<file path="src/rtl/in1_conditioner.sv">
// in1_conditioner: synchronises, debounces and edge-detects a raw level feeding the detector In1.
// Define IN1_CONDITIONER_GLITCH_CNT_EN to add the GLITCH_CLR/GLITCH_CNT debug counter.
module in1_conditioner #(
  parameter int unsigned SYNC_STAGES     = 2,
  parameter int unsigned DEBOUNCE_CYCLES = 16,
  parameter int unsigned CNT_W           = 8,
  parameter int unsigned GLITCH_W        = 8
) (
  input  logic                CLK,
  input  logic                RST,
  input  logic                DIN,
  input  logic                EN,
  output logic                DOUT,
  output logic                RISE,
  output logic                FALL
`ifdef IN1_CONDITIONER_GLITCH_CNT_EN
  ,
  input  logic                GLITCH_CLR,
  output logic [GLITCH_W-1:0] GLITCH_CNT
`endif
);

  if (SYNC_STAGES < 2) begin : g_bad_sync
    $error("SYNC_STAGES must be at least 2");
  end
  if (DEBOUNCE_CYCLES < 1 || (64'(1) << CNT_W) <= 64'(DEBOUNCE_CYCLES)) begin : g_bad_cnt
    $error("DEBOUNCE_CYCLES must be >= 1 and below 2**CNT_W");
  end
  if (GLITCH_W < 1) begin : g_bad_glitch
    $error("GLITCH_W must be at least 1");
  end

  localparam logic [CNT_W-1:0] DbLast = CNT_W'(DEBOUNCE_CYCLES);

  typedef enum logic {StStable, StCheck} state_e;

  logic [SYNC_STAGES-1:0] sync_q;
  logic                   s_lvl;
  state_e                 state_q, state_d;
  logic [CNT_W-1:0]       cnt_q, cnt_d, cnt_inc;
  logic                   dout_q, dout_d;
  logic                   rise_q, rise_d;
  logic                   fall_q, fall_d;
  logic                   commit;

  // Synchroniser runs every cycle regardless of EN.
  always_ff @(posedge CLK or negedge RST) begin
    if (!RST) begin
      sync_q <= '0;
    end else begin
      sync_q <= {sync_q[SYNC_STAGES-2:0], DIN};
    end
  end

  assign s_lvl   = sync_q[SYNC_STAGES-1];
  assign cnt_inc = cnt_q + CNT_W'(1);

  always_comb begin
    state_d = state_q;
    cnt_d   = cnt_q;
    dout_d  = dout_q;
    rise_d  = 1'b0;
    fall_d  = 1'b0;
    commit  = 1'b0;
    if (EN) begin
      unique case (state_q)
        StStable: begin
          if (s_lvl != dout_q) begin
            if (DEBOUNCE_CYCLES == 1) begin
              commit = 1'b1;
            end else begin
              state_d = StCheck;
              cnt_d   = CNT_W'(1);
            end
          end else begin
            cnt_d = '0;
          end
        end
        StCheck: begin
          if (s_lvl != dout_q) begin
            if (cnt_inc == DbLast) begin
              commit = 1'b1;
            end else begin
              cnt_d = cnt_inc;
            end
          end else begin
            // Level fell back before the window filled: drop the candidate.
            state_d = StStable;
            cnt_d   = '0;
          end
        end
        default: begin
          state_d = StStable;
          cnt_d   = '0;
        end
      endcase
    end
    if (commit) begin
      dout_d  = s_lvl;
      cnt_d   = '0;
      state_d = StStable;
      rise_d  = s_lvl;
      fall_d  = ~s_lvl;
    end
  end

  always_ff @(posedge CLK or negedge RST) begin
    if (!RST) begin
      state_q <= StStable;
      cnt_q   <= '0;
      dout_q  <= 1'b0;
      rise_q  <= 1'b0;
      fall_q  <= 1'b0;
    end else begin
      state_q <= state_d;
      cnt_q   <= cnt_d;
      dout_q  <= dout_d;
      rise_q  <= rise_d;
      fall_q  <= fall_d;
    end
  end

  assign DOUT = dout_q;
  assign RISE = rise_q;
  assign FALL = fall_q;

`ifdef IN1_CONDITIONER_GLITCH_CNT_EN
  logic [GLITCH_W-1:0] glitch_q;
  logic                glitch_hit;

  assign glitch_hit = EN && (state_q == StCheck) && (s_lvl == dout_q);

  // Clear wins over a same-cycle abort; count saturates at all-ones.
  always_ff @(posedge CLK or negedge RST) begin
    if (!RST) begin
      glitch_q <= '0;
    end else if (GLITCH_CLR) begin
      glitch_q <= '0;
    end else if (glitch_hit && (glitch_q != '1)) begin
      glitch_q <= glitch_q + GLITCH_W'(1);
    end
  end

  assign GLITCH_CNT = glitch_q;
`endif

endmodule

</file>
<file path="config.mk">
export PLATFORM = sky130hd
export DESIGN_NAME = in1_conditioner
export DESIGN_NICKNAME = d
export VERILOG_FILES = /design/src/rtl/in1_conditioner.sv
export SDC_FILE = /design/constraint.sdc
export NUM_CORES = 1
export LEC_CHECK = 0
export BUFFER_PORTS_ARGS = -buffer_cell sky130_fd_sc_hd__buf_2
export CORE_AREA = 3 3 42 44
export CTS_CLUSTER_SIZE = 25
export DETAILED_ROUTE_END_ITERATION = 10
export DIE_AREA = 0 0 45 47
export PLACE_DENSITY = 0.7
export SETUP_SLACK_MARGIN = 0.4
export SLEW_MARGIN = 25
export SYNTH_ARGS = -nofsm -noshare
export SYNTH_HDL_FRONTEND = slang
export SYNTH_SLANG_ARGS = --single-unit
export TNS_END_PERCENT = 30
</file>
<file path="constraint.sdc">
create_clock -name CLK -period 2.4 [get_ports CLK]
set_clock_uncertainty 0.1 [all_clocks]
set_input_delay 0.36 -clock CLK [delete_from_list [all_inputs] [get_ports CLK]]
set_output_delay 0.36 -clock CLK [all_outputs]
set_load 0.01 [all_outputs]
</file>
After elaboration in Yosys (flattened, before gate mapping)
Cells that the tools add are included.
{"block": "classes", "addsub": 1, "multipliers": 0, "n_div": 0, "n_lt_le_gt_ge": 0, "eq_ne": 3, "shift": 0, "mux": 15, "n_bitwise": 2, "n_reduce_logical": 2}
{"cell": "8-bit 2-to-1 mux", "count": 4}
{"cell": "8-bit case mux with 2 select lines", "count": 1}
{"cell": "1-bit 2-to-1 mux", "count": 10}
{"cell": "8-bit by 1-bit adder with 8-bit output, second input constant", "count": 1}
{"cell": "8-bit by 5-bit equality test with 1-bit output, second input constant", "count": 1}
{"cell": "4-bit != test, second input constant", "count": 1}
{"cell": "1-bit inverter", "count": 2}
{"cell": "2-bit AND reduction", "count": 1}
{"cell": "2-bit nonzero test", "count": 1}
{"cell": "1-bit != test", "count": 1}
{"block": "totals", "reg_bits": 14, "latch_bits": 0, "ramBits": 0, "romBits": 0, "input_bits": 4, "out_inout_bits": 3, "wordCells": 29, "memories": 0}

Longest topological paths before layout
{"block": "depth", "word_depth": 8, "depth_mapped": 5}

Least setup slack after synthesis
No wires, ideal clock.
{"block": "synth_path", "path_type": "reg-to-reg", "start": "register cnt_q[0]", "end": "register dout_q (netlist: DOUT)", "arrival_time_ns": 1.566, "t_required_ns": 2.172, "setup_slack_ns": 0.606, "path_stages_with_launch": 6, "period_less_slack_ns": 1.794, "cell_sequence": "dfrtp_1 ha_1 nand2b_1 nand4_1 nor4_4 mux2_1"}
{"block": "synth_between", "elab_chain_len": 6}
{"element": "start: declaration", "line_no": "40", "source": "logic [CNT_W-1:0] cnt_q, cnt_d, cnt_inc;"}
{"element": "start signal: assignment", "line_no": "116", "source": "cnt_q <= cnt_d;"}
{"element": "8-bit by 1-bit adder with 8-bit output", "line_no": "56", "source": "assign cnt_inc = cnt_q + CNT_W'(1);"}
{"element": "8-bit by 5-bit equality test with 1-bit output", "line_no": "81", "source": "if (cnt_inc == DbLast) begin"}
{"element": "1-bit 2-to-1 mux", "line_no": "81"}
{"element": "1-bit 2-to-1 mux", "line_no": "80", "source": "if (s_lvl != dout_q) begin"}
{"element": "1-bit 2-to-1 mux", "line_no": "66", "source": "unique case (state_q)"}
{"element": "1-bit 2-to-1 mux", "line_no": "65", "source": "if (EN) begin"}
{"element": "end signal: assignment", "line_no": "117", "source": "dout_q <= dout_d;"}
{"element": "end: declaration", "line_no": "41", "source": "logic dout_q, dout_d;"}
No other way between the ends.
A chain may end at the register's enable or synchronous reset.

Worst setup path after layout
Same ends and word-level chain as after synthesis.

==> metrics <==
Critical Path Fanout Max 5; port bufs 6; Clock Power Share 30.2%; status finished, final reports clean; # IOs 7; routability cong. 0.841; Post-CTS Setup Bufs 0; clk buf depth 2; Initial DRC Count 5; GRT overflow 0; post-synthesis sequential area ratio between 40 and 50%; Worst Tran Pin Value 400 ps; P&R area growth vs syn 10.4%; Crit. Startpoint cnt_q[0]$_DFFE_PN0P_; row count 14; cell area after synthesis 756 um2; setup_tns 0 ps; post-synth top area share a little under half; Ys Warns 0; DP HPWL roughly 1000 um; PwrDens roughly 510 nW/um2; hold path start DIN; Vias/cell 5.82; top area cells in the synthesized netlist dfrtp_1 (46%), inv_1 (3.5%), xnor2_1 (3.5%); synth unique cells 33; CP endpoint kind register; Internal 0.319 mW; core box area roughly 1500 um2; syn avg cell area around 11 um2; Synth Flop Type dfrtp_1; Reg power frac 59.4%; combinational share of power 10.4%; DR WL/cell 13.9 um; final net count 88; #FFs+latches synth 14; Fmax achieved 0.540 GHz; Arr. time, crit path 1920 ps; Final min period 1850 ps; Sw Pwr about 0.11 mW; EDFF count, synth 0; Fin. Hold Viols 0; Cells after Synth 71; depth of the CTS H-tree 1; # DRC 0; setup violators final 0; full die area roughly 2100 um2; Max transition margin approximately three quarters; largest net degree at the start of global routing 17; Num Clock Sinks 14; drt pass-1 iters 4; Post-Syn Nets 77; Crit Path Category reg2reg; Period Utilization, post-route 77.1%; Clock transition at path regs 80 ps; layout cell share with drive strength beyond 1 16.3%; clk_lat worst skew 280 ps; Routed WL 1340 um; global-route wire length before repair 2270 um; top post-synthesis cells by count dfrtp_1 (14), inv_1 (7), nand3_1 (5); Placed Area 802 um2; Critical Path RT 2470 ps; CTS resizes 0; total number of vias 559; Horiz. Die Dim 45 um; startpoint types register; n_diodes 0; Worst R2R Path Depth 5; RSZ-0062 raised after global routing false; Tot GR Track Use 15.4%; Hold Path Stages 1; CTS tree done; Yosys top cell by area dfrtp_1; antenna-violating nets left 0; initial core utilization between 50% and 60%; FF-to-FF Start cnt_q[0]$_DFFE_PN0P_; Worst IR Drop VDD 0.000392 V; CTS root buf clkbuf_4; switching part of the total power between 20% and 30%; fin. max-slew vios 0; Lkg Pwr 0.388 nW; vias in the first global route 533; max-cap viol count 0; most frequent cell after synthesis dfrtp_1; initial antenna violation count 0; ys async rst share 100%; post-route cell area 835 um2; Die Y ~47 um; CTS Buf Count 3; Hold Crit Class in2reg
logic make-up after synthesis:
logic type	after synthesis	synth area share (%)
xor+xnor	4	5.63
flops	14	46.4
compound gates	15	14.6
mux	3	4.14
fa+ha+maj	2	3.31
simple gates	25	22.0
buf+inv	8	3.97
final cells by class:
| cell class | instances | area [um2] |
|---|---|---|
| Clock buffer | 3 | 22.5 |
| Timing Repair Buffer | 7 | 40.0 |
| Multi-Input combinational cell | 49 | 375 |
| Sequential cell | 14 | 350 |
| Inverter | 7 | 26.3 |
| Fill cell | 133 | 637 |
| Tap cell | 16 | 20.0 |
worst max-delay path, cell delays in order (launching register included):
cell	delay [ps]
dfrtp_1	420
ha_1	270
nand2b_1	110
nand4_1	190
nor4_4	290
mux2_1	350
power groups by stage:
stage	Sequential, mW	Combinational (mW)	Clock, mW
floorplan	0.258	0.0296	0
global placement	0.259	0.0427	0
detailed placement	0.260	0.0443	0
CTS	0.255	0.0457	0.136
global route	0.257	0.0504	0.142
finish	0.255	0.0447	0.130
what timing repair did:
| item | 4_1_cts | 5_1_grt |
|---|---|---|
| setup endpoints to repair | 0 | 1 |
| endpoints found under the hold margin | 14 | 0 |
| hold buffers | 1 | 0 |
metrics by stage:
stage               util (%)  setup WS (ps)  instances  total power, mW  hold WS (ps)
floorplan                  -            606         71            0.287         -35.6
global placement        54.5            541         92            0.302           171
detailed placement      54.5            489         92            0.304           170
CTS                     56.7            464         96            0.437          71.0
global route            56.7            422         96            0.450          72.6
finish                  56.7            549         96            0.430          81.2
path summary, 6_finish.rpt:
check | end | slack (ps)
max reg2reg | DOUT$_DFFE_PN0N_ | 550
min | sync_q[0]$_DFF_PN0_ | 80
max | DOUT$_DFFE_PN0N_ | 550
min in group asynchronous | cnt_q[5]$_DFFE_PN0P_ | 390
min reg2reg | sync_q[1]$_DFF_PN0_ | 260
max in group asynchronous | sync_q[1]$_DFF_PN0_ | 1580
cells in the final DEF, fill, tap and decap left out, types with 2 or more instances in the layout:
cell       n
buf_2      6
inv_1      7
o22ai_1    2
o21ai_1    2
nand3_1    5
ha_1       2
nor2b_1    2
nand2_1    3
nand2b_1   2
xnor2_1    3
nor2_1     2
and3_1     3
mux2i_1    2
o32ai_1    2
dfrtp_1   14
clkbuf_4   3
o21ai_0    2
metal layers:
layer / wire, um / up-vias / track usage (%)
met5: 0 / - / 0
met4: 48 / 0 / 12.3
met3: 37 / 5 / 2.30
met2: 646 / 9 / 25.1
met1: 602 / 268 / 17.9
li1: - / 277 / -
state kept, by name, summed over array words and instances, names as in the netlist:
register  cells
FALL          1
DOUT          1
RISE          1
state_q       1
sync_q        2
cnt_q         8
Power figures use the tool's default switching activity.
